$ cat src/rtl/tx_frame_ctrl_if.sv
// tx_frame_ctrl_if: producer handshake plus shifter-control bundle for the TX
// framing controller.
//   tx_data      payload word, sampled only on a valid/ready handshake
//   tx_valid     producer has a word available
//   tx_ready     controller can accept a word (IDLE only)
//   load_enable  1-cycle strobe: shifter loads frame_data
//   shift_enable 1-cycle strobe: shifter advances one bit
//   frame_data   {stop, [parity], data, start}, bit0 = start bit
//   tx_busy      controller is in any state other than IDLE
//   frame_done   1-cycle pulse after the stop-bit period ends
// The master modport is the producer/observer side; slave is the controller.
interface tx_frame_ctrl_if #(
    parameter int DATA_BITS = 8,
    parameter int PARITY_EN = 0
);
    localparam int FRAME_BITS = DATA_BITS + 2 + PARITY_EN;

    logic [DATA_BITS-1:0]  tx_data;
    logic                  tx_valid;
    logic                  tx_ready;
    logic                  load_enable;
    logic                  shift_enable;
    logic [FRAME_BITS-1:0] frame_data;
    logic                  tx_busy;
    logic                  frame_done;

    modport master (
        output tx_data, tx_valid,
        input  tx_ready, load_enable, shift_enable, frame_data, tx_busy, frame_done
    );

    modport slave (
        input  tx_data, tx_valid,
        output tx_ready, load_enable, shift_enable, frame_data, tx_busy, frame_done
    );
endinterface

$ cat src/rtl/tx_frame_ctrl.sv
// tx_frame_ctrl: transmit framing/timing controller feeding an LSB-first,
// idle-high parallel-to-serial shifter. Accepts one word per handshake, builds
// {stop=1, [even parity], data, start=0} and paces the shifter's load/shift
// strobes at CLKS_PER_BIT clocks per serial bit.
//   clk    system clock, rising edge
//   n_rst  asynchronous active-low reset
//   bus    tx_frame_ctrl_if slave modport (handshake, strobes, frame, status)
// All outputs are registered; strobes are set one edge ahead so they are high
// in exactly the cycles the serial timing requires.
module tx_frame_ctrl #(
    parameter int DATA_BITS    = 8,
    parameter int CLKS_PER_BIT = 10,
    parameter int PARITY_EN    = 0
) (
    input  logic            clk,
    input  logic            n_rst,
    tx_frame_ctrl_if.slave  bus
);
    localparam int FRAME_BITS = DATA_BITS + 2 + PARITY_EN;
    localparam int CW = (CLKS_PER_BIT > 1) ? $clog2(CLKS_PER_BIT) : 1;
    localparam int BW = $clog2(FRAME_BITS);

    localparam logic [CW-1:0] CLK_LAST = CW'(CLKS_PER_BIT - 1);
    localparam logic [CW-1:0] CLK_PRE  = CW'(CLKS_PER_BIT - 2);
    localparam logic [BW-1:0] BIT_LAST = BW'(FRAME_BITS - 1);

    typedef enum logic [1:0] {IDLE, LOAD, SEND, DONE} state_t;

    state_t                state;
    logic [CW-1:0]         clk_cnt;
    logic [BW-1:0]         bit_cnt;
    logic [FRAME_BITS-1:0] frame_q;
    logic [FRAME_BITS-1:0] next_frame;
    logic                  load_q;
    logic                  shift_q;
    logic                  done_q;
    logic                  busy_q;
    logic                  ready_q;

    if (PARITY_EN != 0) begin : g_parity
        assign next_frame = {1'b1, ^bus.tx_data, bus.tx_data, 1'b0};
    end else begin : g_no_parity
        assign next_frame = {1'b1, bus.tx_data, 1'b0};
    end

    always_ff @(posedge clk or negedge n_rst) begin
        if (!n_rst) begin
            state   <= IDLE;
            clk_cnt <= '0;
            bit_cnt <= '0;
            frame_q <= '1;
            load_q  <= 1'b0;
            shift_q <= 1'b0;
            done_q  <= 1'b0;
            busy_q  <= 1'b0;
            ready_q <= 1'b1;
        end else begin
            load_q  <= 1'b0;
            shift_q <= 1'b0;
            done_q  <= 1'b0;
            case (state)
                IDLE: begin
                    if (bus.tx_valid && ready_q) begin
                        frame_q <= next_frame;
                        state   <= LOAD;
                        load_q  <= 1'b1;
                        busy_q  <= 1'b1;
                        ready_q <= 1'b0;
                    end
                end
                LOAD: begin
                    clk_cnt <= '0;
                    bit_cnt <= '0;
                    state   <= SEND;
                end
                SEND: begin
                    if (clk_cnt == CLK_LAST) begin
                        clk_cnt <= '0;
                        if (bit_cnt == BIT_LAST) begin
                            state  <= DONE;
                            done_q <= 1'b1;
                        end else begin
                            bit_cnt <= bit_cnt + 1'b1;
                        end
                    end else begin
                        clk_cnt <= clk_cnt + 1'b1;
                        // Look one cycle ahead: the shift strobe must be high
                        // in the cycle where clk_cnt reaches its terminal value.
                        if (clk_cnt == CLK_PRE && bit_cnt != BIT_LAST) begin
                            shift_q <= 1'b1;
                        end
                    end
                end
                DONE: begin
                    state   <= IDLE;
                    busy_q  <= 1'b0;
                    ready_q <= 1'b1;
                end
                default: begin
                    state   <= IDLE;
                    busy_q  <= 1'b0;
                    ready_q <= 1'b1;
                end
            endcase
        end
    end

    assign bus.frame_data   = frame_q;
    assign bus.load_enable  = load_q;
    assign bus.shift_enable = shift_q;
    assign bus.frame_done   = done_q;
    assign bus.tx_busy      = busy_q;
    assign bus.tx_ready     = ready_q;
endmodule

$ cat src/flat_wrapper.sv
// flat-port wrapper written by rule: the top's interface ports become plain ports
module tx_frame_ctrl_flat 
#(
    parameter int DATA_BITS    = 8,
    parameter int CLKS_PER_BIT = 10,
    parameter int PARITY_EN    = 0
)
  (clk, n_rst, bus_tx_data, bus_tx_valid, bus_tx_ready, bus_load_enable, bus_shift_enable, bus_frame_data, bus_tx_busy, bus_frame_done);
  tx_frame_ctrl_if #(.DATA_BITS(DATA_BITS), .PARITY_EN(PARITY_EN)) bus_i ();
  input  logic clk;
  input  logic n_rst;
  input wire logic [$bits(bus_i.tx_data)-1:0] bus_tx_data;
  input wire logic [$bits(bus_i.tx_valid)-1:0] bus_tx_valid;
  output wire logic [$bits(bus_i.tx_ready)-1:0] bus_tx_ready;
  output wire logic [$bits(bus_i.load_enable)-1:0] bus_load_enable;
  output wire logic [$bits(bus_i.shift_enable)-1:0] bus_shift_enable;
  output wire logic [$bits(bus_i.frame_data)-1:0] bus_frame_data;
  output wire logic [$bits(bus_i.tx_busy)-1:0] bus_tx_busy;
  output wire logic [$bits(bus_i.frame_done)-1:0] bus_frame_done;
  assign bus_i.tx_data = bus_tx_data;
  assign bus_i.tx_valid = bus_tx_valid;
  assign bus_tx_ready = bus_i.tx_ready;
  assign bus_load_enable = bus_i.load_enable;
  assign bus_shift_enable = bus_i.shift_enable;
  assign bus_frame_data = bus_i.frame_data;
  assign bus_tx_busy = bus_i.tx_busy;
  assign bus_frame_done = bus_i.frame_done;
  tx_frame_ctrl #(.DATA_BITS(DATA_BITS), .CLKS_PER_BIT(CLKS_PER_BIT), .PARITY_EN(PARITY_EN)) u_core (.clk(clk), .n_rst(n_rst), .bus(bus_i));
endmodule
$ cat config.mk
export PLATFORM = sky130hd
export DESIGN_NAME = tx_frame_ctrl_flat
export DESIGN_NICKNAME = d
export VERILOG_FILES = /design/src/rtl/tx_frame_ctrl_if.sv /design/src/rtl/tx_frame_ctrl.sv /design/src/flat_wrapper.sv
export SDC_FILE = /design/constraint.sdc
export NUM_CORES = 1
export LEC_CHECK = 0
export ABC_AREA = 1
export CAP_MARGIN = 20
export CORE_UTILIZATION = 30
export DETAILED_ROUTE_END_ITERATION = 6
export SLEW_MARGIN = 0
export SYNTH_ARGS = -nofsm -noshare
export SYNTH_HDL_FRONTEND = slang
export SYNTH_SLANG_ARGS = --single-unit
$ cat constraint.sdc
create_clock -name clk -period 1.6 [get_ports clk]
set_input_delay 0.16 -clock clk [delete_from_list [all_inputs] [get_ports clk]]
set_output_delay 0.16 -clock clk [all_outputs]
set_load 0.005 [all_outputs]
# Yosys cells after proc, flatten, opt, wreduce, memory -nomap -nowiden

Index checks and enable logic that the tools add are counted.

Add/sub/neg operators: 2
Equal/unequal tests: 11
Multiplexer cells: 21
Reduce and logical (&&, ||, !) cells: 9

Operators with widths:

| kind                                                                    | number |
|---|---|
| 4-bit one-hot mux with 2 select lines                                   | 2 |
| 4-bit == test, second input constant                                    | 3 |
| 4-bit two-way mux                                                       | 3 |
| 1-bit two-way mux                                                       | 10 |
| 4-bit by 1-bit adder with 4-bit output, second input constant           | 2 |
| 2-bit one-hot mux with 4 select lines                                   | 1 |
| 2-bit two-way mux                                                       | 3 |
| 2-bit by 1-bit inequality test with 1-bit output, second input constant | 3 |
| 3-bit AND reduction                                                     | 2 |
| 2-bit == test, second input constant                                    | 2 |
| 4-bit inequality test, second input constant                            | 1 |
| 1-bit one-hot mux with 2 select lines                                   | 2 |
| 2-bit AND reduction                                                     | 2 |
| 2-bit nonzero test                                                      | 2 |
| 2-bit by 1-bit == test with 1-bit output, second input constant         | 1 |
| 1-bit logical AND                                                       | 2 |
| 2-bit zero test                                                         | 1 |
| 2-bit inequality test, second input constant                            | 1 |

Bits in registers: 24
Input port bits: 11

# Depth between registers and ports, before layout

Gate-level depths: netlist of the first run.

Depth in word-level cells: 5
Mapped depth: 9

# Least setup slack after synthesis of the first run

Ideal clock, no wire load.

Path kind: flip-flop to flip-flop
Start point: register u_core.state[0]
End point: register u_core.clk_cnt[2]
Library setup time: 0.120 ns
Arrival: 1.126 ns
Data required time: 1.480 ns
Setup slack: 0.355 ns
Cell stages (with the launch flop): 7
Path buffers: 1
Clock period less this slack: 1.245 ns
Cells stage by stage: dfrtp_1 -> inv_1 -> ha_1 -> buf_4 -> nand2_1 -> xor2_1 -> nor2_1

Word-level cells in the longest chain between the ends: 2
Elaborated cells between the ends (all ways): 4
Those cells by class: eq/ne (2); mux (1); reduce/logical (1)

RTL lines:

| what                                                                               | line                | source |
|---|---|---|
| start: declaration                                                                 | tx_frame_ctrl.sv:29 | `state_t state;` |
| start signal: assignment                                                           | tx_frame_ctrl.sv:48 | `state <= IDLE;` |
| start signal: assignment                                                           | tx_frame_ctrl.sv:65 | `state <= LOAD;` |
| start signal: assignment                                                           | tx_frame_ctrl.sv:74 | `state <= SEND;` |
| 2-bit == test / 2-bit by 1-bit == test with 1-bit output (equally long branches)   | tx_frame_ctrl.sv:61 | `case (state)` |
| 4-bit one-hot mux with 2 select lines / 2-bit nonzero test (equally long branches) | --                  |  |
| end signal: assignment                                                             | tx_frame_ctrl.sv:86 | `clk_cnt <= clk_cnt + 1'b1;` |
| end: declaration                                                                   | tx_frame_ctrl.sv:30 | `logic [CW-1:0] clk_cnt;` |

Parallel ways exist; a longest one is shown, timed or not.
A chain may end at the register's enable or synchronous reset.

# Worst setup path in the final report of the first run

Start point: register u_core.ready_q (netlist: u_core.bus.tx_ready)
End point: output port bus_tx_ready

RTL lines:

| what                     | line                | source |
|---|---|---|
| start: declaration       | tx_frame_ctrl.sv:38 | `logic ready_q;` |
| start signal: assignment | tx_frame_ctrl.sv:56 | `ready_q <= 1'b1;` |
| start signal: assignment | tx_frame_ctrl.sv:68 | `ready_q <= 1'b0;` |
| start signal: assignment | tx_frame_ctrl.sv:97 | `ready_q <= 1'b1;` |
| end: declaration         | flat_wrapper.sv:14  | `output wire logic [$bits(bus_i.tx_ready)-1:0] bus_tx_ready;` |

No word-level cell between the ends.

==> results.py, run 1 <==
metrics = {
    "setup_path": {
        "path_class": "reg -> out",
        "cp_cell_sequence": "clkdlybuf4s50_1",
        "endpoint_kind": "output port",
        "start_kind": "flip-flop",
        "crit_family": "flip-flops",
        "cp_slowest_cell": "dfstp_2",
        "slowest_delay_ps": 590,
        "cp_max_fo": 4,
        "crit_buf_inv": 1,
        "cp.arrival_ps": 1360,
        "required_ps": 1440,
    },
    "clock_tree": {
        "root_buffer": "clkbuf_8",
        "clock_latency_ps": 260,
        "ctsResizeCount": 0,
        "clock-sinks": 24,
        "clk_path_buf_depth": 2,
        "cts_inserted_buffers": 3,
        "cts_tree": "done",
        "hold_buffers": 0,
        "cts_setup_buffers": 0,
        "path_clk_slew_ps": 80,
        "cts_max_level": 1,
    },
    "timing": {
        "finalHoldViolCount": 0,
        "min_period_ps": 1520,
        "fin_setup_tns_ps": 0,
        "setup_viol": 0,
        "layout_setup_ws_ps": 75.6,
        "drv_slew": 0,
        "max_freq_ghz": 0.656,
        "fin_skew_ps": 3.61,
        "period_share": 0.953,
        "rsz0062_at_grt": "no",
    },
    "run_status": {
        "outcome": "finished clean",
    },
    "flow_run": {
        "maxCapViolCount": 0,
    },
    "logic_synthesis": {
        "yosys_warnings": 0,
        "seq_area_frac_synth": 0.505,
        "synthCells": 134,
        "syn_nets": 154,
        "synth_cell_types": 23,
        "yosys-top-cells-area": "dfrtp_1 (29%), dfstp_2 (22%), nand2_1 (14%)",
        "ys_ff_latch": 24,
        "synth.top_cell.area_share": 0.289,
        "yosysTopAreaCell": "dfrtp_1",
        "avgSynthCellArea_um2": 9.06,
        "syn_area_um2": 1210,
    },
    "grt": {
        "grt_pass1_wl_um": 4130,
        "grt_pass1_vias": 976,
        "grt_max_degree": 25,
        "overflow": 0,
        "antenna_found_initial": 0,
        "grt_usage": 0.124,
    },
    "worst_hold_path": {
        "hold_class": "in -> async",
    },
    "place": {
        "portBuffers": 24,
        "dp_slack_ps": 157,
        "gp_congestion": 0.794,
        "dp_hpwl_um": 1770,
    },
    "floorplan": {
        "ios": 26,
        "rows": 22,
        "die_h_um": 65.6,
        "die_x_um": 65.6,
        "core-area_um2": 3770,
        "initial_core_util": 0.322,
        "die_area_um2": 4300,
    },
    "drt": {
        "drt_first_pass_iters": 4,
        "vias": 929,
        "avgViaCountPerCell": 4.47,
        "wirelength_um": 2260,
        "drc": 0,
        "drtIter0Drc": 44,
        "wire_per_inst_um": 10.9,
        "ant_nets": 0,
    },
    "layout": {
        "layout-drive-gt1-share": 0.169,
        "nets": 181,
        "fillers": 348,
        "antennaDiodeCount": 0,
        "area_growth_pct": 29.4,
    },
    "power": {
        "power_density_nw_per_um2": 1710,
        "ir_drop_mv": 0.588,
        "power.leakage_nw": 0.757,
    },
}
-- synthesized netlist by cell type --
library cell / count
nor2_2: 1
nand2_1: 44
nand4_1: 6
a2bb2oi_1: 1
conb_1: 1
dfrtp_1: 14
xor2_1: 3
o21ai_1: 2
o21ai_2: 1
nor3_1: 1
ha_1: 9
nand2_4: 1
nand2_2: 3
inv_1: 12
or2_1: 1
nand3_2: 2
dfstp_2: 10
nand3_4: 1
a21oi_1: 1
nor2_1: 9
inv_2: 3
buf_4: 3
nand3_1: 5
-- power by group --
part / internal [mW] / switching, mW
Combinational: 0.522 / 0.622
Clock: 0.334 / 0.192
Sequential: 0.874 / 0.146
-- cell type report --
class / instances / area, µm² / share of cell area
repair buffers: 25 / 248 / 0.158
clock buffers: 3 / 41.3 / 0.0263
flip-flops and latches: 24 / 613 / 0.390
multi-input cells: 92 / 522 / 0.332
well taps: 48 / 60.1 / 0.0382
inverters: 15 / 56.3 / 0.0359
clock inverters: 1 / 30.0 / 0.0191
-- worst paths after layout --
kind	cells past startpoint	start	slack (ps)	endpoint
setup / recovery	1	u_core.bus.tx_ready	80	bus_tx_ready
min in group clk	3	bus_tx_data[6]	410	u_core.bus.frame_data[7]
hold / removal	2	n_rst	250	u_core.bus.tx_busy
hold reg to reg	2	u_core.bus.frame_data[0]	460	u_core.bus.frame_data[0]
max in group asynchronous	2	n_rst	1060	u_core.bus.frame_data[0]
setup reg to reg	5	u_core.state[1]	140	u_core.clk_cnt[3]
-- cells by family after synthesis --
family,after synthesis,share of synthesized area
AOI/OAI and AO/OA,5,0.0268
xor gates and xnor gates,3,0.0217
adders and majority gates,9,0.0928
buffers and inverters,18,0.0649
DFF,24,0.505
other,1,0.00309
and+or+nand+nor,74,0.286
-- routing by layer --
layer | vias to the layer above | track usage | share of wire
met4 | 0 | 0.0326 | 0.0080
met5 | - | 0 | 0
met1 | 421 | 0.149 | 0.48
li1 | 472 | - | -
met2 | 32 | 0.224 | 0.45
met3 | 4 | 0.0226 | 0.060
-- registers in the layout (all words and copies together), names as in the netlist --
register,flops
u_core.bus.frame_data,9
u_core.bit_cnt,4
u_core.clk_cnt,4
u_core.state,2
u_core.bus.frame_done,1
u_core.bus.load_enable,1
u_core.bus.shift_enable,1
u_core.bus.tx_busy,1
u_core.bus.tx_ready,1
-- metrics by stage --
stage	hold WS [ps]	instance area [µm²]	cells	util	power, mW
after floorplan	-136	1210	134	-	1.75
after global placement	442	1500	204	0.397	2.13
after detailed placement	447	1500	204	0.397	2.19
after CTS	256	1570	208	0.416	2.73
after global routing	275	1570	208	0.416	2.93
final	251	1570	208	0.416	2.69
-- cell usage in the layout, fill, tap and decap left out --
cell type / netlist / layout
nand2_1: 44 / 44
clkdlybuf4s50_1: 0 / 24
dfrtp_1: 14 / 14
inv_1: 12 / 12
dfstp_2: 10 / 10
nor2_1: 9 / 9
ha_1: 9 / 9
nand4_1: 6 / 6
nand3_1: 5 / 5
inv_2: 3 / 3
nand2_2: 3 / 3
xor2_1: 3 / 3
clkbuf_8: 0 / 3
nand3_2: 2 / 2
o21ai_1: 2 / 2
nand3_4: 1 / 1
nor2_2: 1 / 1
nand2_4: 1 / 1
nor3_1: 1 / 1
o21ai_2: 1 / 1
or2_1: 1 / 1
a21oi_1: 1 / 1
a2bb2oi_1: 1 / 1
conb_1: 1 / 1
bufinv_16: 0 / 1
buf_4: 3 / 1
No activity file was read; power rests on OpenSTA's default activity.
==> inputs of run 2 (changes only) <==
- CTS_CLUSTER_SIZE: default -> 12
- SETUP_SLACK_MARGIN: default -> 0.2
==> results.py, run 2 (synthesis gave the netlist of run 1 again) <==
metrics = {
    "grt": {
        "antenna_found_initial": 0,
        "grt_max_degree": 25,
        "grt_pass1_vias": 975,
        "grt_usage": 0.124,
        "overflow": 0,
        "grt_pass1_wl_um": 4130,
    },
    "timing": {
        "setup_viol": 0,
        "max_freq_ghz": 0.742,
        "rsz0062_at_grt": "yes",
        "min_period_ps": 1350,
        "drv_slew": 0,
        "finalHoldViolCount": 0,
        "period_share": 0.842,
        "fin_setup_tns_ps": 0,
        "fin_skew_ps": 1.83,
    },
    "drt": {
        "drt_first_pass_iters": 4,
        "vias": 940,
        "wire_per_inst_um": 11.1,
        "ant_nets": 0,
        "drc": 0,
        "avgViaCountPerCell": 4.50,
        "drtIter0Drc": 38,
        "wirelength_um": 2320,
    },
    "floorplan": {
        "ios": 26,
        "die_h_um": 65.6,
        "die_area_um2": 4300,
        "core-area_um2": 3770,
        "rows": 22,
        "initial_core_util": 0.322,
        "die_x_um": 65.6,
    },
    "layout": {
        "antennaDiodeCount": 0,
        "nets": 182,
        "area_growth_pct": 32.3,
        "largest_reg_flops": 9,
        "fillers": 350,
        "final_common_cell": "nand2_1",
        "most-common-layout-cells": "nand2_1 (44), clkdlybuf4s50_1 (14), dfrtp_1 (14)",
        "layout-drive-gt1-share": 0.186,
    },
    "run_status": {
        "outcome": "finished clean",
    },
    "clock_tree": {
        "clk_path_buf_depth": 2,
        "path_clk_slew_ps": 80,
        "clock_latency_ps": 260,
        "cts_max_level": 1,
        "clock-sinks": 24,
        "hold_buffers": 0,
        "cts_tree": "done",
        "cts_inserted_buffers": 3,
        "root_buffer": "clkbuf_8",
    },
    "worst_hold_path": {
        "hold_class": "in -> async",
    },
    "power": {
        "power.leakage_nw": 0.791,
        "switching_share": 0.363,
        "power_density_nw_per_um2": 1710,
        "ir_drop_mv": 0.649,
        "seqPwrFrac": 0.368,
        "p_clk_frac": 0.191,
        "finalPower_mw": 2.75,
        "combinationalPowerShare": 0.441,
        "p_int_mw": 1.75,
        "power_switching_mw": 0.997,
    },
    "setup_path": {
        "endpoint_kind": "flip-flop",
        "cp.arrival_ps": 1550,
        "reg2reg_to": "u_core.clk_cnt[3]",
        "cp-startpoint": "u_core.state[1]",
        "required_ps": 1800,
        "start_kind": "flip-flop",
        "worst-r2r-setup-slack_ps": 250,
        "r2r_start": "u_core.state[1]",
        "cp_max_fo": 11,
        "r2r_cells": 5,
        "path_class": "reg -> reg",
    },
    "place": {
        "gp_congestion": 0.794,
        "portBuffers": 24,
        "dp_hpwl_um": 1770,
    },
    "flow_run": {
        "maxCapViolCount": 0,
    },
}
==> run 2: cell count changes in the layout (fill, tap and decap cells not counted) <==
cell             previous run  this run
o21ai_4                     0         1
dlygate4sd2_1               0        10
ha_1                        9         7
inv_4                       0         1
clkdlybuf4s50_1            24        14
o21ai_2                     1         0
nor2_4                      0         1
ha_4                        0         2
nor2_2                      1         0
inv_2                       3         2
buf_4                       1         2
==> run 2: routing by layer <==
| metal | track usage | wire (µm) | vias up |
|---|---|---|---|
| met4 | 0.0326 | 18 | 0 |
| met1 | 0.148 | 1090 | 426 |
| met3 | 0.0226 | 150 | 4 |
| met5 | 0 | 0 | - |
| li1 | - | - | 473 |
| met2 | 0.226 | 1060 | 37 |
==> run 2: area by class of cell <==
class / count / area [µm²] / area share
clock buffers: 3 / 41.3 / 0.0257
clock inverters: 1 / 30.0 / 0.0187
inverters: 15 / 58.8 / 0.0366
multi-input cells: 92 / 559 / 0.348
flip-flops and latches: 24 / 613 / 0.382
well taps: 48 / 60.1 / 0.0374
repair buffers: 26 / 243 / 0.151
==> run 2: critical path, stage by stage, from the launching register on <==
cell,delay [ps]
dfrtp_1,440
inv_1,120
ha_4,350
nand4_1,130
xor2_1,160
nor2_1,90
==> run 2: worst max-delay path by stage <==
stage | endpoint | slack, ps | depth (start not counted)
after CTS | u_core.clk_cnt[3] | 200 | 5
after global routing | u_core.bus.tx_busy | 160 | 5
after floorplan | u_core.clk_cnt[2] | 350 | 6
after global placement | u_core.clk_cnt[3] | 230 | 5
final | u_core.clk_cnt[3] | 250 | 5
after detailed placement | u_core.clk_cnt[3] | 160 | 5
==> run 2: repair_timing <==
action,CTS,global route
endpoints found under the setup margin,14,12
buffers inserted,1,0
gates resized for setup,11,6
==> run 2: power groups by stage <==
| stage | clock network [mW] | logic, mW | registers (mW) |
|---|---|---|---|
| 2_1_floorplan | 0 | 0.727 | 1.02 |
| 3_3_place_gp | 0 | 1.12 | 1.02 |
| 3_5_place_dp | 0 | 1.16 | 1.03 |
| 4_1_cts | 0.549 | 1.14 | 1.00 |
| 5_1_grt | 0.576 | 1.37 | 1.04 |
| 6_report | 0.524 | 1.21 | 1.01 |
==> run 2: stage by stage <==
stage           util  instances  hold slack (ps)  instance area, µm²  worst slack (ps)
6_report       0.426        209              256                1610               252
5_1_grt        0.426        209              276                1610               156
4_1_cts        0.416        209              256                1570               202
3_5_place_dp   0.397        204              447                1500               157
3_3_place_gp   0.397        204              442                1500               232
2_1_floorplan      -        134             -136                1210               355
